`src/rtl/sat_pkg.sv`:
```
// Shared definitions for the sat_engine host side: default widths, loader FSM states
// and a one-hot helper.
package sat_pkg;

   localparam int NUM_CLAUSES_DEF      = 8;
   localparam int NUM_VARS_DEF         = 8;
   localparam int NUM_LVLS_DEF         = 8;
   localparam int WIDTH_LVL_DEF        = 16;
   localparam int WIDTH_VAR_STATES_DEF = 19;
   localparam int WIDTH_LVL_STATES_DEF = 16;

   typedef enum logic [2:0] {
      ST_IDLE    = 3'd0,
      ST_LOAD_C  = 3'd1,
      ST_LOAD_ST = 3'd2,
      ST_START   = 3'd3,
      ST_WAIT    = 3'd4,
      ST_RDBK    = 3'd5,
      ST_FIN     = 3'd6
   } loader_state_t;

   // Wide enough for any clause-array size used here; callers cast to their width.
   function automatic logic [63:0] onehot(input int unsigned idx);
      onehot = 64'd1 << idx;
   endfunction

endpackage

```
`src/rtl/loader_row_ctr.sv`:
```
// Row sequencer shared by clause load and readback: issues rows 0..N-1 once per
// enable window and provides the one-cycle-delayed index/valid for the data phase.
module loader_row_ctr #(
   parameter int N   = 8,
   parameter int W_I = $clog2(N)
) (
   input  logic           clk,
   input  logic           rst,
   input  logic           en,
   output logic           issue,
   output logic [W_I-1:0] idx,
   output logic           vld_d,
   output logic [W_I-1:0] idx_d,
   output logic           last_d
);

   logic spent;

   assign issue  = en && !spent;
   assign last_d = vld_d && (idx_d == W_I'(N - 1));

   // Counter stops at the last row; only leaving the enable window rewinds it.
   always_ff @(posedge clk or posedge rst) begin
      if (rst) begin
         idx   <= '0;
         idx_d <= '0;
         vld_d <= 1'b0;
         spent <= 1'b0;
      end else if (!en) begin
         idx   <= '0;
         idx_d <= '0;
         vld_d <= 1'b0;
         spent <= 1'b0;
      end else begin
         vld_d <= issue;
         idx_d <= idx;
         if (issue) begin
            if (idx == W_I'(N - 1)) spent <= 1'b1;
            else                    idx   <= idx + 1'b1;
         end
      end
   end

endmodule

```
`src/rtl/sat_engine_loader.sv`:
```
// Host-side sequencer for one sat_engine bin run: load clauses and state lists,
// start the core, wait for completion, then read the clause array back to the store.
module sat_engine_loader
   import sat_pkg::*;
#(
   parameter int NUM_CLAUSES      = NUM_CLAUSES_DEF,
   parameter int NUM_VARS         = NUM_VARS_DEF,
   parameter int NUM_LVLS         = NUM_LVLS_DEF,
   parameter int WIDTH_LVL        = WIDTH_LVL_DEF,
   parameter int WIDTH_VAR_STATES = WIDTH_VAR_STATES_DEF,
   parameter int WIDTH_LVL_STATES = WIDTH_LVL_STATES_DEF,
   localparam int W_C  = NUM_VARS * 2,
   localparam int W_VS = WIDTH_VAR_STATES * NUM_VARS,
   localparam int W_LS = WIDTH_LVL_STATES * NUM_LVLS,
   localparam int W_I  = $clog2(NUM_CLAUSES)
) (
   input  logic                   clk,
   input  logic                   rst,
   input  logic                   start_i,
   input  logic [WIDTH_LVL-1:0]   bin_num_i,
   input  logic [WIDTH_LVL-1:0]   load_lvl_i,
   input  logic [WIDTH_LVL-1:0]   base_lvl_i,
   input  logic [W_VS-1:0]        vs_i,
   input  logic [W_LS-1:0]        ls_i,
   output logic                   busy_o,
   output logic                   done_o,
   output logic                   sat_o,
   output logic                   unsat_o,
   output logic [WIDTH_LVL-1:0]   bkt_lvl_o,
   output logic [WIDTH_LVL-1:0]   cur_lvl_o,
   output logic [W_VS-1:0]        vs_o,
   output logic [W_LS-1:0]        ls_o,
   output logic                   mem_rd_o,
   output logic [W_I-1:0]         mem_idx_o,
   input  logic [W_C-1:0]         mem_rd_data_i,
   output logic                   mem_wr_o,
   output logic [W_C-1:0]         mem_wr_data_o,
   output logic [NUM_CLAUSES-1:0] wr_carray_o,
   output logic [W_C-1:0]         clause_o,
   output logic [NUM_CLAUSES-1:0] rd_carray_o,
   input  logic [W_C-1:0]         clause_i,
   output logic [NUM_VARS-1:0]    wr_var_states_o,
   output logic [W_VS-1:0]        vars_states_o,
   input  logic [W_VS-1:0]        vars_states_i,
   output logic [NUM_LVLS-1:0]    wr_lvl_states_o,
   output logic [W_LS-1:0]        lvl_states_o,
   input  logic [W_LS-1:0]        lvl_states_i,
   output logic                   start_core_o,
   output logic [WIDTH_LVL-1:0]   cur_bin_num_o,
   output logic [WIDTH_LVL-1:0]   load_lvl_o,
   output logic [WIDTH_LVL-1:0]   base_lvl_o,
   output logic                   base_lvl_en_o,
   input  logic                   done_core_i,
   input  logic                   sat_i,
   input  logic                   unsat_i,
   input  logic [WIDTH_LVL-1:0]   bkt_lvl_i,
   input  logic [WIDTH_LVL-1:0]   cur_lvl_i
);

   loader_state_t        state;
   logic [WIDTH_LVL-1:0] bin_q, load_lvl_q, base_lvl_q;
   logic [W_VS-1:0]      vs_q;
   logic [W_LS-1:0]      ls_q;

   logic           in_load, in_rdbk, in_hold;
   logic           row_issue, row_vld_d, row_last_d;
   logic [W_I-1:0] row_idx, row_idx_d;

   assign in_load = (state == ST_LOAD_C);
   assign in_rdbk = (state == ST_RDBK);
   assign in_hold = (state == ST_START) || (state == ST_WAIT) ||
                    (state == ST_RDBK)  || (state == ST_FIN);

   loader_row_ctr #(.N(NUM_CLAUSES), .W_I(W_I)) u_row_ctr (
      .clk    (clk),
      .rst    (rst),
      .en     (in_load || in_rdbk),
      .issue  (row_issue),
      .idx    (row_idx),
      .vld_d  (row_vld_d),
      .idx_d  (row_idx_d),
      .last_d (row_last_d)
   );

   // NOTE: sequential state uses <= only, so every flop samples pre-edge values.
   always_ff @(posedge clk or posedge rst) begin
      if (rst) begin
         state      <= ST_IDLE;
         bin_q      <= '0;
         load_lvl_q <= '0;
         base_lvl_q <= '0;
         vs_q       <= '0;
         ls_q       <= '0;
         sat_o      <= 1'b0;
         unsat_o    <= 1'b0;
         bkt_lvl_o  <= '0;
         cur_lvl_o  <= '0;
         vs_o       <= '0;
         ls_o       <= '0;
      end else begin
         unique case (state)
            ST_IDLE: if (start_i) begin
               state      <= ST_LOAD_C;
               bin_q      <= bin_num_i;
               load_lvl_q <= load_lvl_i;
               base_lvl_q <= base_lvl_i;
               vs_q       <= vs_i;
               ls_q       <= ls_i;
            end
            ST_LOAD_C:  if (row_last_d) state <= ST_LOAD_ST;
            ST_LOAD_ST: state <= ST_START;
            ST_START:   state <= ST_WAIT;
            ST_WAIT: if (done_core_i) begin
               state     <= ST_RDBK;
               sat_o     <= sat_i;
               unsat_o   <= unsat_i;
               bkt_lvl_o <= bkt_lvl_i;
               cur_lvl_o <= cur_lvl_i;
            end
            ST_RDBK: if (row_last_d) begin
               state <= ST_FIN;
               vs_o  <= vars_states_i;
               ls_o  <= lvl_states_i;
            end
            ST_FIN:  state <= ST_IDLE;
            default: state <= ST_IDLE;
         endcase
      end
   end

   assign busy_o = (state != ST_IDLE) && (state != ST_FIN);
   assign done_o = (state == ST_FIN);

   // Store reads only during clause load, store writes only during readback.
   assign mem_rd_o      = in_load && row_issue;
   assign mem_wr_o      = in_rdbk && row_vld_d;
   assign mem_idx_o     = mem_rd_o ? row_idx : (mem_wr_o ? row_idx_d : '0);
   assign mem_wr_data_o = mem_wr_o ? clause_i : '0;

   assign wr_carray_o = (in_load && row_vld_d) ? NUM_CLAUSES'(onehot(row_idx_d)) : '0;
   assign clause_o    = (in_load && row_vld_d) ? mem_rd_data_i : '0;
   assign rd_carray_o = (in_rdbk && row_issue) ? NUM_CLAUSES'(onehot(row_idx)) : '0;

   assign wr_var_states_o = (state == ST_LOAD_ST) ? '1 : '0;
   assign wr_lvl_states_o = (state == ST_LOAD_ST) ? '1 : '0;
   assign vars_states_o   = (state == ST_LOAD_ST) ? vs_q : '0;
   assign lvl_states_o    = (state == ST_LOAD_ST) ? ls_q : '0;

   assign start_core_o  = (state == ST_START);
   assign base_lvl_en_o = (state == ST_START);
   assign cur_bin_num_o = in_hold ? bin_q      : '0;
   assign load_lvl_o    = in_hold ? load_lvl_q : '0;
   assign base_lvl_o    = in_hold ? base_lvl_q : '0;

endmodule
```
`config.mk`:
```
export PLATFORM = sky130hd
export DESIGN_NAME = sat_engine_loader
export DESIGN_NICKNAME = d
export VERILOG_FILES = /design/src/rtl/sat_pkg.sv /design/src/rtl/loader_row_ctr.sv /design/src/rtl/sat_engine_loader.sv
export SDC_FILE = /design/constraint.sdc
export NUM_CORES = 1
export LEC_CHECK = 0
export CORE_AREA = 8 8 533 535
export DETAILED_ROUTE_END_ITERATION = 8
export DIE_AREA = 0 0 541 543
export MAX_ROUTING_LAYER = met4
export PLACE_DENSITY = 0.3
export SETUP_SLACK_MARGIN = 0.15
export SYNTH_ARGS = -nofsm -noshare
export SYNTH_HDL_FRONTEND = slang
export SYNTH_HIERARCHICAL = 1
export SYNTH_SLANG_ARGS = --single-unit
```
`constraint.sdc`:
```
create_clock -name clk -period 38 [get_ports clk]
set_clock_uncertainty 0.05 [all_clocks]
set_input_delay 5.7 -clock clk [delete_from_list [all_inputs] [get_ports clk]]
set_output_delay 5.7 -clock clk [all_outputs]
set_load 0.1 [all_outputs]
```
==> flow_metrics.env, run 1 <==
export IMPL_ant_nets=0
export IMPL_dpl_cell_count=6744
export IMPL_cts_sink_count=653
export IMPL_grt_max_degree=142
export IMPL_grt_usage=0.101
export IMPL_dr_pass1_iters=4
export IMPL_drive_above_1_share=0.250
export IMPL_cts_buffers=99
export IMPL_critPathRequiredTime_ns=32.25
export IMPL_cts_buffer_depth=4
export IMPL_endpoint_kind="output pin"
export IMPL_synth_top_area_share=0.595
export IMPL_synth_fp_nets=2542
export IMPL_cts_tree="yes"
export IMPL_critPathArrivalTime_ns=7.62
export IMPL_rsz0062_at_grt="no"
export IMPL_start_util=0.0997
export IMPL_fin_crit_ns=13.37
export IMPL_antenna_found_initial=82
export IMPL_die_h_um=543
export IMPL_grt_pass1_vias=22623
export IMPL_slowest_delay_ns=1.14
export IMPL_yosysSeqAreaShare=0.595
export IMPL_final_util=0.176
export IMPL_synth_edf_count=0
export IMPL_wl_per_cell_um=21.6
export IMPL_status="completed"
export IMPL_ys_async_sr_fraction=1.00
export IMPL_crit_cells=3
export IMPL_clock_latency_ns=0.76
export IMPL_holdWs_ns=0.438
export IMPL_max_vdd_ir_drop_mv=0.0497
export IMPL_finalPower_mw=4.16
export IMPL_synth_top_family_by_area="multiplexers"
export IMPL_relSlewSlack=0.211
export IMPL_hold_buffers=0
export IMPL_hold_viol_final=0
export IMPL_tightest_slew_ns=1.18
export IMPL_nets=3918
export IMPL_dp_slack_ns=24.66
export IMPL_yosysTopAreaCell="dfrtp_1"
export IMPL_path_max_fanout=1
export IMPL_routed_wl_um=151000
export IMPL_rows=193
export IMPL_startpoint_type="input pin"
export IMPL_gp_congestion=0.749
export IMPL_die_w_um=541
export IMPL_finish_instance_area_um2=48400
export IMPL_path_delay_family="buffers and inverters"
export IMPL_drt_iter0_markers=661
export IMPL_r2r_cells=5
export IMPL_post_cts_buffers=0
export IMPL_cap_violations=0
export IMPL_period_share=0.352
export IMPL_portBuffers=1392
export IMPL_overflow=0
export IMPL_die_area_um2=294000
export IMPL_cp_num_buf_inv=2
export IMPL_synth_cell_type_count=41
export IMPL_grt_pass1_wl_um=203000
export IMPL_worst_path_max_delay_cell="clkdlybuf4s50_1"
export IMPL_fin_setup_tns_ns=0
export IMPL_synth_area_leaders="dfrtp_1 (60%), mux2_2 (26%), and2_1 (7.1%)"
export IMPL_syn_mean_instance_area_um2=14.7
export IMPL_p_leak_nw=18.5
export IMPL_drc=0
export IMPL_ys_ff_latch=653
export IMPL_synth_compound_area_share=0.0155
export IMPL_crit_top_cell="clkdlybuf4s50_1"
export IMPL_max_freq_mhz=74.8
export IMPL_syn_to_final_growth_pct=76.1
export IMPL_root_buffer="clkbuf_16"
export IMPL_synth_flop_cell="dfrtp_1"
export IMPL_worstSetupPathType="in2out"
export IMPL_setup_violations=0
export IMPL_slew_violations=0
export IMPL_yosys_area_share_simple=0.0843
export IMPL_hold_depth=1
export IMPL_synth_xor_area_share=0
export IMPL_synthAdderAreaFrac=0.000911
export IMPL_final_cells=6994
export IMPL_dp_hpwl_um=118000
export IMPL_vias=20544
export IMPL_hold_class="reg2reg"
export IMPL_viasPerCell=2.94
export IMPL_ioPinCount=1393
export IMPL_syn_area_um2=27500
export IMPL_synth_mux_area_fraction=0.264
export IMPL_final_common_cell="clkdlybuf4s50_1"
export IMPL_power_per_cell_area_nw_per_um2=85.9
export IMPL_ys_warn_count=6
export IMPL_cts_resized=0
export IMPL_fin_ws_ns=24.63
export IMPL_postSynthCellCount=1862
export IMPL_worstPathCellList="clkdlybuf4s50_1, and2_1, clkdlybuf4s50_1"
export IMPL_design_core_area_um2=275000
export IMPL_cts_htree_levels=3
export IMPL_layout_common_cells="clkdlybuf4s50_1 (1360), dfrtp_1 (653), mux2_2 (622)"
export IMPL_clk_pin_slew_worst_paths_ns=0.06
export IMPL_placed_area_um2=45000
-- cell usage after synthesis, drive strengths merged, types with 3 or more instances --
library cell / count
nand2: 7
a22o: 3
nor2: 6
and4bb: 3
a21boi: 48
dfrtp: 653
nor2b: 4
and2: 313
and4b: 3
mux2: 643
clkbuf: 41
buf: 99
inv: 6
nor4b: 7
-- kinds of logic (layout without fill, tap and decap cells) --
logic type / after synthesis / in the layout
buf+inv: 146 / 1592
compound gates: 56 / 56
other cells: 0 / 79
fa+ha+maj: 2 / 2
mux: 645 / 645
flops: 653 / 653
simple gates: 360 / 360
-- state kept, by name, summed over array words and instances, names as in the netlist, 16 cells and up --
register    count
ls_o          128
load_lvl_q     16
vs_q          152
bkt_lvl_o      16
cur_lvl_o      16
bin_q          16
base_lvl_q     16
ls_q          128
vs_o          152
-- final cells by class --
cell class	count	area [um^2]
Antenna cell	79	198
Tap cell	3607	4510
Sequential cell	653	16300
Multi-Input combinational cell	1063	10000
Clock buffer	153	2910
Fill cell	30184	227000
Clock inverter	18	268
Timing Repair Buffer	1415	14100
Inverter	6	30.0
-- path summary, 6_finish.rpt --
path / end / slack, ns / from
max in group asynchronous: vs_o[11] / 28.49 / rst
worst min register to register: vs_o[56] / 0.44 / vs_o[56]
worst max-delay path: clause_o[3] / 24.63 / mem_rd_data_i[3]
worst max register to register: ls_q[4] / 33.99 / state[0]
min in group asynchronous: u_row_ctr/vld_d / 5.42 / rst
worst min-delay path: vs_o[56] / 0.44 / vs_o[56]
-- per-layer routing --
metal,vias to the layer above,GRT usage,wire length [um]
met5,-,-,0
met4,0,0.0339,4620
met3,189,0.0503,17600
met2,972,0.164,72000
met1,10094,0.107,57000
li1,9289,-,-
-- worst register-to-register path, delay by kind of cell, from the launching register on --
family / cells / cell delay, ns
buffers and inverters: 3 / 2.36
and+or+nand+nor: 1 / 0.45
muxes: 1 / 0.48
DFF: 1 / 0.58
-- power by group --
group	internal (mW)	switching, mW	total, mW
Sequential	0.995	0.170	1.16
Clock	0.557	0.365	0.922
Combinational	0.592	1.48	2.07
Power figures use the tool's default switching activity.
==> run 2, diff against run 1 <==
- CORE_AREA: 8 8 533 535 -> 8 8 531 533
- DIE_AREA: 0 0 541 543 -> 0 0 539 541
- clock period: 38 -> 10.9 ns (I/O delays scaled with it)
==> run 2 against run 1 <==
Wire length increased by 4.4%. Final area increased by 0.22%. Register-to-register slack got worse by 27 ns. Critical path type is now reg2out.
==> flow_metrics.env, run 2 (synthesis results as in run 1) <==
export IMPL_status="completed"
export IMPL_fin_setup_tns_ns=0
export IMPL_overflow=0
export IMPL_die_h_um=541
export IMPL_final_cells=6994
export IMPL_final_util=0.178
export IMPL_post_cts_buffers=0
export IMPL_cp_num_buf_inv=3
export IMPL_worstSetupPathType="reg2out"
export IMPL_r2r_start="u_row_ctr/idx_d[2]"
export IMPL_hp_start="vs_o[71]"
export IMPL_holdWs_ns=0.435
export IMPL_ant_nets=0
export IMPL_grt_max_degree=149
export IMPL_antenna_found_initial=98
export IMPL_fin_crit_ns=6.17
export IMPL_routed_wl_um=158000
export IMPL_seqCellArea_um2=16300
export IMPL_portBuffers=1392
export IMPL_period_share=0.567
export IMPL_grt_usage=0.107
export IMPL_r2r_cells=5
export IMPL_hold_end="vs_o[71]"
export IMPL_cts_resized=0
export IMPL_syn_to_final_growth_pct=76.5
export IMPL_design_core_area_um2=273000
export IMPL_grt_pass1_wl_um=212000
export IMPL_drive_above_1_share=0.256
export IMPL_gp_congestion=0.794
export IMPL_hold_viol_final=0
export IMPL_grt_pass1_vias=22790
export IMPL_grt_busiest_layer="met2"
export IMPL_crit_top_cell="buf_4"
export IMPL_layout_common_cells="clkdlybuf4s50_1 (1347), dfrtp_1 (653), mux2_2 (622)"
export IMPL_reg2reg_setup_slack_ns=7.06
export IMPL_power_per_cell_area_nw_per_um2=303
export IMPL_dpl_cell_count=6727
export IMPL_dp_slack_ns=5.43
export IMPL_drt_iter0_markers=645
export IMPL_cts_htree_levels=3
export IMPL_finish_instance_area_um2=48500
export IMPL_crit_start="state[1]"
export IMPL_path_delay_family="buffers and inverters"
export IMPL_max_vdd_ir_drop_mv=0.182
export IMPL_placed_area_um2=45000
export IMPL_timing_rr_end="vs_o[2]"
export IMPL_use_met2=0.169
export IMPL_cts_tree="yes"
export IMPL_largestRegisters="vs_o: 152 flops, vs_q: 152 flops"
export IMPL_dp_hpwl_um=124000
export IMPL_cts_buffers=102
export IMPL_p_leak_nw=18.6
export IMPL_startpoint_type="flip-flop"
export IMPL_clk_pin_slew_worst_paths_ns=0.06
export IMPL_cap_violations=0
export IMPL_hold_class="reg2reg"
export IMPL_num_fill_cells=29943
export IMPL_ioPinCount=1393
export IMPL_hold_buffers=0
export IMPL_path_max_fanout=91
export IMPL_max_freq_mhz=162
export IMPL_start_util=0.101
export IMPL_grt_use_met3=0.0599
export IMPL_grt_use_met1=0.114
export IMPL_critPathArrivalTime_ns=4.49
export IMPL_relSlewSlack=0.209
export IMPL_root_buffer="clkbuf_16"
export IMPL_nets=3922
export IMPL_clock_latency_ns=0.76
export IMPL_critPathRequiredTime_ns=9.22
export IMPL_endpoint_kind="output pin"
export IMPL_drc=0
export IMPL_tightest_slew_ns=1.18
export IMPL_die_w_um=539
export IMPL_vias=20581
export IMPL_die_area_um2=292000
export IMPL_hold_depth=1
export IMPL_worst_path_max_delay_cell="clkdlybuf4s50_1"
export IMPL_multi_input_area_um2=10000
export IMPL_finalPower_mw=14.7
export IMPL_slowest_delay_ns=1.19
export IMPL_cts_sink_count=653
export IMPL_worstPathCellList="nor3b_4, buf_4, buf_4, and2_1, clkdlybuf4s50_1"
export IMPL_cts_buffer_depth=4
export IMPL_dr_pass1_iters=4
export IMPL_viasPerCell=2.94
export IMPL_setup_violations=0
export IMPL_slew_violations=0
export IMPL_final_common_cell="clkdlybuf4s50_1"
export IMPL_rsz0062_at_grt="no"
export IMPL_wl_per_cell_um=22.6
export IMPL_fin_ws_ns=4.73
export IMPL_rows=192
-- run 2: cell types whose count changed in the layout (fill, tap and decap cells not counted), moves of 4 or more --
cell and delta:
clkbuf_16 +4, buf_4 +11, clkdlybuf4s50_1 -13, clkinv_2 +4, diode_2 +10
-- run 2: worst max-delay path by stage --
stage | end | cells after the start
after floorplan | base_lvl_q[0] | 1
after global placement | lvl_states_o[98] | 5
after detailed placement | lvl_states_o[98] | 5
after CTS | lvl_states_o[34] | 5
after global routing | lvl_states_o[37] | 5
final | lvl_states_o[96] | 5
-- run 2: worst register-to-register path, stage by stage (launching register included) --
cell and delay, ns:
dfrtp_1 0.58, and4_1 0.36, nand4b_1 0.59, buf_12 0.58, buf_4 1.13, mux2_2 0.48
-- run 2: final cells by class --
type	count	share of cell area
Tap cell	3589	0.0926
Sequential cell	653	0.337
Multi-Input combinational cell	1063	0.207
Clock inverter	23	0.00609
Clock buffer	155	0.0617
Timing Repair Buffer	1416	0.290
Inverter	6	0.000542
Antenna cell	89	0.00459
-- run 2: routing by layer --
layer,part of all wire,wire [um],vias to the layer above
met5,0,0,-
met4,0.027,4260,0
met3,0.12,19400,190
met2,0.47,73500,1002
met1,0.38,60700,10078
li1,-,-,9311
-- run 2: power breakdown --
group | leakage, nW | total (mW) | switching (mW) | internal, mW
Combinational | 9.26 | 7.23 | 5.17 | 2.06
Sequential | 7.70 | 4.14 | 0.668 | 3.47
Clock | 1.60 | 3.29 | 1.30 | 2.00
Total | 18.6 | 14.7 | 7.13 | 7.53
